### config.mk
export PLATFORM = sky130hd
export DESIGN_NAME = morse_letter_assembler
export DESIGN_NICKNAME = d
export VERILOG_FILES = /design/src/rtl/morse_pkg.sv /design/src/rtl/morse_letter_lut.sv /design/src/rtl/morse_letter_assembler.sv
export SDC_FILE = /design/constraint.sdc
export NUM_CORES = 1
export LEC_CHECK = 0
export BUFFER_PORTS_ARGS = -buffer_cell sky130_fd_sc_hd__buf_2
export CAP_MARGIN = 5
export CORE_UTILIZATION = 32
export CTS_BUF_LIST = sky130_fd_sc_hd__clkbuf_16
export CTS_CLUSTER_DIAMETER = 80
export DETAILED_ROUTE_END_ITERATION = 10
export PLACE_DENSITY = 0.46
export REMOVE_ABC_BUFFERS = 1
export SETUP_SLACK_MARGIN = 0.15
export SYNTH_ARGS = -nofsm -noshare
export SYNTH_HDL_FRONTEND = slang
export SYNTH_HIERARCHICAL = 1
export SYNTH_SLANG_ARGS = --single-unit
### constraint.sdc
create_clock -name clk -period 2.8 [get_ports clk]
set_input_delay 0.28 -clock clk [delete_from_list [all_inputs] [get_ports clk]]
set_output_delay 0.28 -clock clk [all_outputs]
set_load 0.005 [all_outputs]
### src/rtl/morse_pkg.sv
// Shared definitions for the Morse letter assembler: FSM states and letter codes.
package morse_pkg;

    typedef enum logic [1:0] {
        ST_IDLE      = 2'd0,
        ST_COLLECT   = 2'd1,
        ST_WAIT_WORD = 2'd2
    } state_e;

    localparam logic [4:0] LETTER_INVALID = 5'd31;

    localparam logic [4:0] LTR_A = 5'd0;
    localparam logic [4:0] LTR_B = 5'd1;
    localparam logic [4:0] LTR_C = 5'd2;
    localparam logic [4:0] LTR_D = 5'd3;
    localparam logic [4:0] LTR_E = 5'd4;
    localparam logic [4:0] LTR_F = 5'd5;
    localparam logic [4:0] LTR_G = 5'd6;
    localparam logic [4:0] LTR_H = 5'd7;
    localparam logic [4:0] LTR_I = 5'd8;
    localparam logic [4:0] LTR_J = 5'd9;
    localparam logic [4:0] LTR_K = 5'd10;
    localparam logic [4:0] LTR_L = 5'd11;
    localparam logic [4:0] LTR_M = 5'd12;
    localparam logic [4:0] LTR_N = 5'd13;
    localparam logic [4:0] LTR_O = 5'd14;
    localparam logic [4:0] LTR_P = 5'd15;
    localparam logic [4:0] LTR_Q = 5'd16;
    localparam logic [4:0] LTR_R = 5'd17;
    localparam logic [4:0] LTR_S = 5'd18;
    localparam logic [4:0] LTR_T = 5'd19;
    localparam logic [4:0] LTR_U = 5'd20;
    localparam logic [4:0] LTR_V = 5'd21;
    localparam logic [4:0] LTR_W = 5'd22;
    localparam logic [4:0] LTR_X = 5'd23;
    localparam logic [4:0] LTR_Y = 5'd24;
    localparam logic [4:0] LTR_Z = 5'd25;

endpackage

### src/rtl/morse_letter_lut.sv
// Combinational decode of a stored dot/dash pattern to a letter code.
// Symbol k sits in bit k (first symbol = bit 0); 1 = dash, 0 = dot.
module morse_letter_lut
    import morse_pkg::*;
(
    input  logic [2:0] i_len,
    input  logic [3:0] i_bits,
    output logic [4:0] o_code,
    output logic       o_err
);

    always_comb begin
        o_code = LETTER_INVALID;
        unique case (i_len)
            3'd1: o_code = i_bits[0] ? LTR_T : LTR_E;
            3'd2: begin
                unique case (i_bits[1:0])
                    2'b00: o_code = LTR_I;
                    2'b10: o_code = LTR_A;
                    2'b01: o_code = LTR_N;
                    2'b11: o_code = LTR_M;
                endcase
            end
            3'd3: begin
                unique case (i_bits[2:0])
                    3'b000: o_code = LTR_S;
                    3'b100: o_code = LTR_U;
                    3'b010: o_code = LTR_R;
                    3'b110: o_code = LTR_W;
                    3'b001: o_code = LTR_D;
                    3'b101: o_code = LTR_K;
                    3'b011: o_code = LTR_G;
                    3'b111: o_code = LTR_O;
                endcase
            end
            3'd4: begin
                unique case (i_bits)
                    4'b0000: o_code = LTR_H;
                    4'b1000: o_code = LTR_V;
                    4'b0100: o_code = LTR_F;
                    4'b0010: o_code = LTR_L;
                    4'b0110: o_code = LTR_P;
                    4'b1110: o_code = LTR_J;
                    4'b0001: o_code = LTR_B;
                    4'b1001: o_code = LTR_X;
                    4'b0101: o_code = LTR_C;
                    4'b1101: o_code = LTR_Y;
                    4'b0011: o_code = LTR_Z;
                    4'b1011: o_code = LTR_Q;
                    default: o_code = LETTER_INVALID;
                endcase
            end
            default: o_code = LETTER_INVALID;
        endcase
        o_err = (o_code == LETTER_INVALID);
    end

endmodule

### src/rtl/morse_letter_assembler.sv
// Collects dot/dash pulses into a letter, closes it after a letter gap of silent
// ticks, and flags a word gap after a longer silence.
module morse_letter_assembler
    import morse_pkg::*;
#(
    parameter int LETTER_GAP_TICKS = 3,
    parameter int WORD_GAP_TICKS   = 7,
    parameter int CNT_W            = 4
) (
    input  logic       clk,
    input  logic       reset_n,
    input  logic       tick,
    input  logic       key,
    input  logic       dot_in,
    input  logic       dash_in,
    output logic [4:0] letter_code,
    output logic       letter_valid,
    output logic       letter_err,
    output logic       word_gap
);

    localparam logic [CNT_W-1:0] LETTER_GAP = CNT_W'(LETTER_GAP_TICKS);
    localparam logic [CNT_W-1:0] WORD_GAP   = CNT_W'(WORD_GAP_TICKS);

    state_e           r_state;
    logic [2:0]       r_sym_len;
    logic [3:0]       r_sym_bits;
    logic [CNT_W-1:0] r_gap_cnt;
    logic             r_ovf;
    logic [4:0]       r_letter_code;
    logic             r_letter_valid;
    logic             r_letter_err;
    logic             r_word_gap;

    logic       w_sym_ev;
    logic       w_close;
    logic       w_word_end;
    logic       w_reject;
    logic [2:0] w_base_len;
    logic [3:0] w_base_bits;
    logic       w_base_ovf;
    logic [3:0] w_new_bits;
    logic [4:0] w_lut_code;
    logic       w_lut_err;

    morse_letter_lut u_lut (
        .i_len  (r_sym_len),
        .i_bits (r_sym_bits),
        .o_code (w_lut_code),
        .o_err  (w_lut_err)
    );

    // A symbol landing on the closing cycle starts the next letter from an empty buffer.
    always_comb begin
        w_sym_ev    = dot_in | dash_in;
        w_close     = (r_state == ST_COLLECT) && (r_gap_cnt >= LETTER_GAP);
        w_word_end  = (r_state == ST_WAIT_WORD) && (r_gap_cnt >= WORD_GAP) && !w_sym_ev;
        w_base_len  = w_close ? 3'd0 : r_sym_len;
        w_base_bits = w_close ? 4'd0 : r_sym_bits;
        w_base_ovf  = w_close ? 1'b0 : r_ovf;
        w_reject    = (dot_in & dash_in) || (w_base_len == 3'd4);
        w_new_bits  = w_base_bits;
        w_new_bits[w_base_len[1:0]] = dash_in;
    end

    always_ff @(posedge clk or negedge reset_n) begin
        if (!reset_n) begin
            r_state        <= ST_IDLE;
            r_sym_len      <= 3'd0;
            r_sym_bits     <= 4'd0;
            r_gap_cnt      <= '0;
            r_ovf          <= 1'b0;
            r_letter_code  <= 5'd0;
            r_letter_valid <= 1'b0;
            r_letter_err   <= 1'b0;
            r_word_gap     <= 1'b0;
        end else begin
            r_letter_valid <= 1'b0;
            r_word_gap     <= 1'b0;

            if (w_sym_ev || key || w_word_end)
                r_gap_cnt <= '0;
            else if (tick && (r_state != ST_IDLE) && (r_gap_cnt < WORD_GAP))
                r_gap_cnt <= r_gap_cnt + 1'b1;

            if (w_sym_ev) begin
                r_state <= ST_COLLECT;
                if (w_reject) begin
                    r_sym_len  <= w_base_len;
                    r_sym_bits <= w_base_bits;
                    r_ovf      <= 1'b1;
                end else begin
                    r_sym_len  <= w_base_len + 3'd1;
                    r_sym_bits <= w_new_bits;
                    r_ovf      <= w_base_ovf;
                end
            end else if (w_close) begin
                r_state    <= ST_WAIT_WORD;
                r_sym_len  <= 3'd0;
                r_sym_bits <= 4'd0;
                r_ovf      <= 1'b0;
            end else if (w_word_end) begin
                r_state <= ST_IDLE;
            end

            if (w_close) begin
                r_letter_valid <= 1'b1;
                r_letter_code  <= r_ovf ? LETTER_INVALID : w_lut_code;
                r_letter_err   <= r_ovf | w_lut_err;
            end
            if (w_word_end)
                r_word_gap <= 1'b1;
        end
    end

    assign letter_code  = r_letter_code;
    assign letter_valid = r_letter_valid;
    assign letter_err   = r_letter_err;
    assign word_gap     = r_word_gap;

endmodule

Word-level counts from Yosys, hierarchy flattened --
Memory sizes are Yosys's and may differ from the RTL's. Cells that the tools add are included.
Word-level totals: memory bits (read-only) 120, bits of input ports 6, RAM bits 0, bits in latches 0, word-level logic and storage cells 69, memories kept 2, output and inout bits 8, flip-flop bits (word level) 22
Cells by class: div/mod/pow operators 0, mux-type cells 23, bitwise gates (word level) 3, reduce and logical (&&, ||, !) cells 14, equal/unequal tests 11, $lt $le $gt $ge 5, $mul 0, shifts and indexed selects 0, add/subtract/negate cells 2
Memories:
- (no name shown) | words 16, width 5, rd ports 1, clocked after Yosys merged registers in 0, wr ports 0, line morse_letter_lut.sv:37 | unique case (i_bits)
- (no name shown) | words 8, width 5, rd ports 1, clocked after Yosys merged registers in 0, wr ports 0, line morse_letter_lut.sv:25 | unique case (i_bits[2:0])
Operators by type and width (number):
- 5-bit case mux with 4 select lines | 2
- 4-bit two-way mux | 5
- 5-bit two-way mux | 2
- 3-bit two-way mux | 3
- 2-bit equality test, second input constant | 3
- 3-bit by 2-bit equality test with 1-bit output, second input constant | 2
- 3-bit equality test, second input constant | 2
- 1-bit logical AND | 6
- 1-bit two-way mux | 6
- 2-bit two-way mux | 3
- 5-bit equality test, second input constant | 1
- 4-bit by 1-bit adder with 4-bit output, second input constant | 1
- 4-bit bitwise mux | 1
- 2-bit by 1-bit equality test with 1-bit output, second input constant | 2
- 4-bit by 2-bit >= comparator with 1-bit output, second input constant | 1
- 4-bit by 3-bit >= comparator with 1-bit output, second input constant | 1
- 4-bit by 3-bit less-than comparator with 1-bit output, second input constant | 1
- 2-bit nonzero test | 2
- 3-bit by 1-bit adder with 3-bit output, second input constant | 1
- 3-bit by 1-bit equality test with 1-bit output, second input constant | 1
- 1-bit logical OR | 3
- 2-bit by 3-bit less-than comparator with 1-bit output, second input constant | 1
- 3-bit nonzero test | 1
- 1-bit demux with 2-bit select | 1
- 5 further kinds | 6

Logic depth before layout (Yosys ltp) --
word-level depth 10, depth in mapped cells 9, gate-level depth less buffers 9

Modules after synthesis --
The synthesis kept the hierarchy.
Modules (own cells, without submodules):
- morse_letter_assembler | times used 1, seq. area each 550.5 µm², cells an instance 97, area an instance 1069.8 µm²
- morse_letter_lut | times used 1, seq. area each 0.0 µm², cells an instance 60, area an instance 421.7 µm²

Worst setup path before layout --
OpenSTA, ideal clock, no wires.
path type reg2reg, start register r_gap_cnt[0], end register r_sym_len[1], arrival time 2.089 ns, stages on the path, launching flop included 9, slack 0.586 ns, required time 2.675 ns, buffers on the path 0, path through dfrtp_1 -> ha_1 -> o31ai_4 -> nand2_1 -> ha_1 -> nand2_1 -> nor2_2 -> nor3b_4 -> mux2_4
On the way: word-level cells in the longest chain between the ends 7
Ends and longest elaborated chain:
- start: declaration | line morse_letter_assembler.sv:28 | logic [CNT_W-1:0] r_gap_cnt;
- start signal: assignment | line morse_letter_assembler.sv:84 | r_gap_cnt <= r_gap_cnt + 1'b1;
- 4-bit by 2-bit >= comparator with 1-bit output * | line morse_letter_assembler.sv:56 | w_close = (r_state == ST_COLLECT) && (r_gap_cnt >= LETTER_GAP);
- 1-bit logical AND * | line morse_letter_assembler.sv:56
- 3-bit two-way mux *
- branches (longest 3 deep; another with 3-bit by 1-bit adder with 3-bit output)
- 3-bit two-way mux * | line morse_letter_assembler.sv:86 | if (w_sym_ev) begin
- end signal: assignment | line morse_letter_assembler.sv:89 | r_sym_len <= w_base_len;
- end signal: assignment | line morse_letter_assembler.sv:93 | r_sym_len <= w_base_len + 3'd1;
- end: declaration | line morse_letter_assembler.sv:26 | logic [2:0] r_sym_len;
Mark *: on every way between the ends. A chain may end at the register's enable or synchronous reset.

Worst setup path after layout --
start register r_gap_cnt[0], end register r_sym_bits[2]
On the way: word-level cells in the longest chain between the ends 10
Ends and longest elaborated chain:
- 4-bit by 2-bit >= comparator with 1-bit output * | line morse_letter_assembler.sv:56
- 1-bit logical AND * | line morse_letter_assembler.sv:56
- 3-bit two-way mux
- 2-bit by 3-bit less-than comparator with 1-bit output (implied by the code) or 2-bit by 1-bit >= comparator with 1-bit output (tied branches) | line morse_letter_assembler.sv:63 | w_new_bits[w_base_len[1:0]] = dash_in;
- 1-bit logical AND (implied by the code) | line morse_letter_assembler.sv:63
- 1-bit two-way mux (implied by the code) | line morse_letter_assembler.sv:63
- 1-bit demux with 2-bit select | line morse_letter_assembler.sv:63
- 4-bit bitwise mux | line morse_letter_assembler.sv:63
- 4-bit two-way mux | line morse_letter_assembler.sv:88 | if (w_reject) begin
- 4-bit two-way mux * | line morse_letter_assembler.sv:86
- end signal: assignment | line morse_letter_assembler.sv:90 | r_sym_bits <= w_base_bits;
- end signal: assignment | line morse_letter_assembler.sv:94 | r_sym_bits <= w_new_bits;
- end: declaration | line morse_letter_assembler.sv:27 | logic [3:0] r_sym_bits;
Every way passes the cells marked *; elsewhere a longest branch is shown, timed or not.

==> results.sh <==
export IMPL_status="complete, but fails checks"
export IMPL_violations="hold timing"
export IMPL_p_total_mw=1.64
export IMPL_wl_per_cell_um=13.9
export IMPL_htree_levels=1
export IMPL_path_cells="ha_1 -> o31ai_4 -> nand2_1 -> ha_1 -> nand2_1 -> nor2_2 -> o311ai_0 -> o41ai_1"
export IMPL_seq_area_um2=551
export IMPL_path_buf_inv=0
export IMPL_cts_tree="yes"
export IMPL_multi_input_area_um2=887
export IMPL_antenna_found_initial=0
export IMPL_synth_seq_cells=22
export IMPL_fin_crit_ns=2.34
export IMPL_fin_nets=192
export IMPL_power_density_nw_per_um2=946
export IMPL_end_kind="flip-flop"
export IMPL_clk_pin_slew_ns=0.06
export IMPL_die_area_um2=4940
export IMPL_peakVddDrop_v=0.000267
export IMPL_drt_pass1_iterations=4
export IMPL_finClkSkew_ns=0.00276
export IMPL_grt_use_total_pct=13.7
export IMPL_cts_root_buf="clkbuf_16"
export IMPL_critPathSlowestCell="o311ai_0"
export IMPL_cp_depth=8
export IMPL_hold_class="input pin to asynchronous set/reset pin"
export IMPL_tightest_slew_ns=0.522
export IMPL_ant_nets=0
export IMPL_hold_viol_final=22
export IMPL_cts_sinks=22
export IMPL_dieHeight_um=70.3
export IMPL_synthArstFlopShare_pct=100
export IMPL_cts_setup_buffers=0
export IMPL_grt_pass1_vias=1158
export IMPL_regToRegStartpoint="r_gap_cnt[0]"
export IMPL_yosysWarnings=6
export IMPL_drive_above_1_share_pct=18.5
export IMPL_startpoint_type="flip-flop"
export IMPL_synth_cell_area_um2=1490
export IMPL_via_count=1211
export IMPL_routabilityCongestion=0.752
export IMPL_syn_to_final_growth_pct=15.9
export IMPL_critPathTopFamily="compound AO/OA/AOI/OAI gates"
export IMPL_die_w_um=70.3
export IMPL_crit_path_max_incr_delay_ns=0.41
export IMPL_synth_distinct_cells=42
export IMPL_setup_ws_ns=0.455
export IMPL_finalCritPeriodShare_pct=83.7
export IMPL_io_pins=14
export IMPL_cts_buffers_inserted=3
export IMPL_first_iter_violations=70
export IMPL_drv_slew=0
export IMPL_synth_seq_area_share_pct=36.9
export IMPL_rows=24
export IMPL_relSlewSlack_pct=64.9
export IMPL_clock_path_buffers=2
export IMPL_r2r_cells=8
export IMPL_dp_hpwl_um=2360
export IMPL_synth_edf_count=0
export IMPL_port_buffers=13
export IMPL_setup_violations=0
export IMPL_required_ns=2.92
export IMPL_drcViolationCount=0
export IMPL_max_clock_freq_mhz=426
export IMPL_antenna_cells=0
export IMPL_rsz0062_at_grt="no"
export IMPL_overflow=0
export IMPL_core_um2=4410
export IMPL_power_leakage_nw=0.813
export IMPL_fill_cells=441
export IMPL_grt_max_degree=23
export IMPL_max_cap_violations=0
export IMPL_post_cts_resized=0
export IMPL_start_util_pct=33.8
export IMPL_synthesis_instances=157
export IMPL_avgSynthCellArea_um2=9.50
export IMPL_grt_pass1_wl_um=5400
export IMPL_timing_setup_tns_ns=0
export IMPL_r2r_end="r_sym_bits[2]"
export IMPL_viasPerCell=5.38
export IMPL_synth_ff_type="dfrtp_1"
export IMPL_pre_cts_ws_ns=0.496
export IMPL_critPathKind="flip-flop to flip-flop"
export IMPL_worstPathMaxFanout=8
export IMPL_hold_ws_ns=-0.0177
export IMPL_clock_latency_ns=0.25
export IMPL_crit_arrival_ns=2.46
export IMPL_hold_buffers=0
export IMPL_drt_wl_total_um=3140
export IMPL_r2r_slack_ns=0.46
## layer usage
layer  routed length [µm]  vias up  global-route usage, %  share of wire, %
met1                 1520      582                   17.9                48
met3                  128        2                   3.46               4.1
met5                    0        -                      0                 0
met2                 1480       28                   23.1                47
li1                     -      599                      -                 -
met4                   13        0                   2.00              0.41
## flip-flops by register name, indices dropped and copies added (netlist names)
| signal | flops |
|---|---|
| r_sym_len | 3 |
| r_gap_cnt | 4 |
| word_gap | 1 |
| r_state | 2 |
| letter_valid | 1 |
| r_sym_bits | 4 |
| letter_err | 1 |
| r_ovf | 1 |
| letter_code | 5 |
## Yosys cell counts, types with 4 or more instances
cell | count | share of area [%]
dfrtp_1 | 22 | 37
mux2i_1 | 4 | 2.7
inv_1 | 9 | 2.3
nor2_1 | 9 | 2.3
nand2_1 | 27 | 6.8
nand2b_1 | 4 | 1.7
o311ai_0 | 4 | 2.3
ha_1 | 12 | 10
buf_2 | 4 | 1.3
o21ai_0 | 15 | 5.0
a21oi_1 | 4 | 1.3
## cells by family after synthesis
logic type,after synthesis,share of synthesized area [%]
simple gates,57,21.2
buf+inv,13,3.61
flops,22,36.9
xor+xnor,4,2.85
mux,6,4.45
compound gates,43,20.9
fa+ha+maj,12,10.1
## how the worst max path moves through the flow
stage,from,end,slack (ns)
3_5_place_dp,r_gap_cnt[0],r_sym_len[1],0.50
3_3_place_gp,r_gap_cnt[0],r_sym_len[1],0.58
5_1_grt,r_gap_cnt[0],r_sym_len[1],0.31
2_1_floorplan,r_gap_cnt[0],r_sym_len[1],0.39
4_1_cts,r_gap_cnt[0],r_sym_len[1],0.48
6_report,r_gap_cnt[0],r_sym_bits[2],0.46
## placed cells by master, fill, tap and decap left out, types with 4 or more instances in the layout
cell	instances
nand2_1	27
dfrtp_1	22
o21ai_0	15
buf_2	13
ha_1	12
inv_1	9
nor2_1	9
o311ai_0	4
a21oi_1	4
nand2b_1	4
mux2i_1	4
## cell type report
class	count	share of cell area (%)
clock buffer	3	4.34
clock inverter	1	1.74
inverter	9	1.95
multi-input combinational	122	51.3
sequential	22	31.8
tap	52	3.76
timing repair buffer	16	5.07
## report_power, final
part           internal, mW  switching, mW
logic                 0.339          0.399
registers             0.370          0.125
clock network         0.284          0.118
total                 0.993          0.643
## per-stage QoR
step	cells	utilization [%]	cell area (µm²)
after floorplan	153	-	1470
after global placement	221	36.8	1620
after detailed placement	221	36.8	1620
after CTS	225	39.2	1730
after global routing	225	39.2	1730
final	225	39.2	1730
Power figures use the tool's default switching activity.
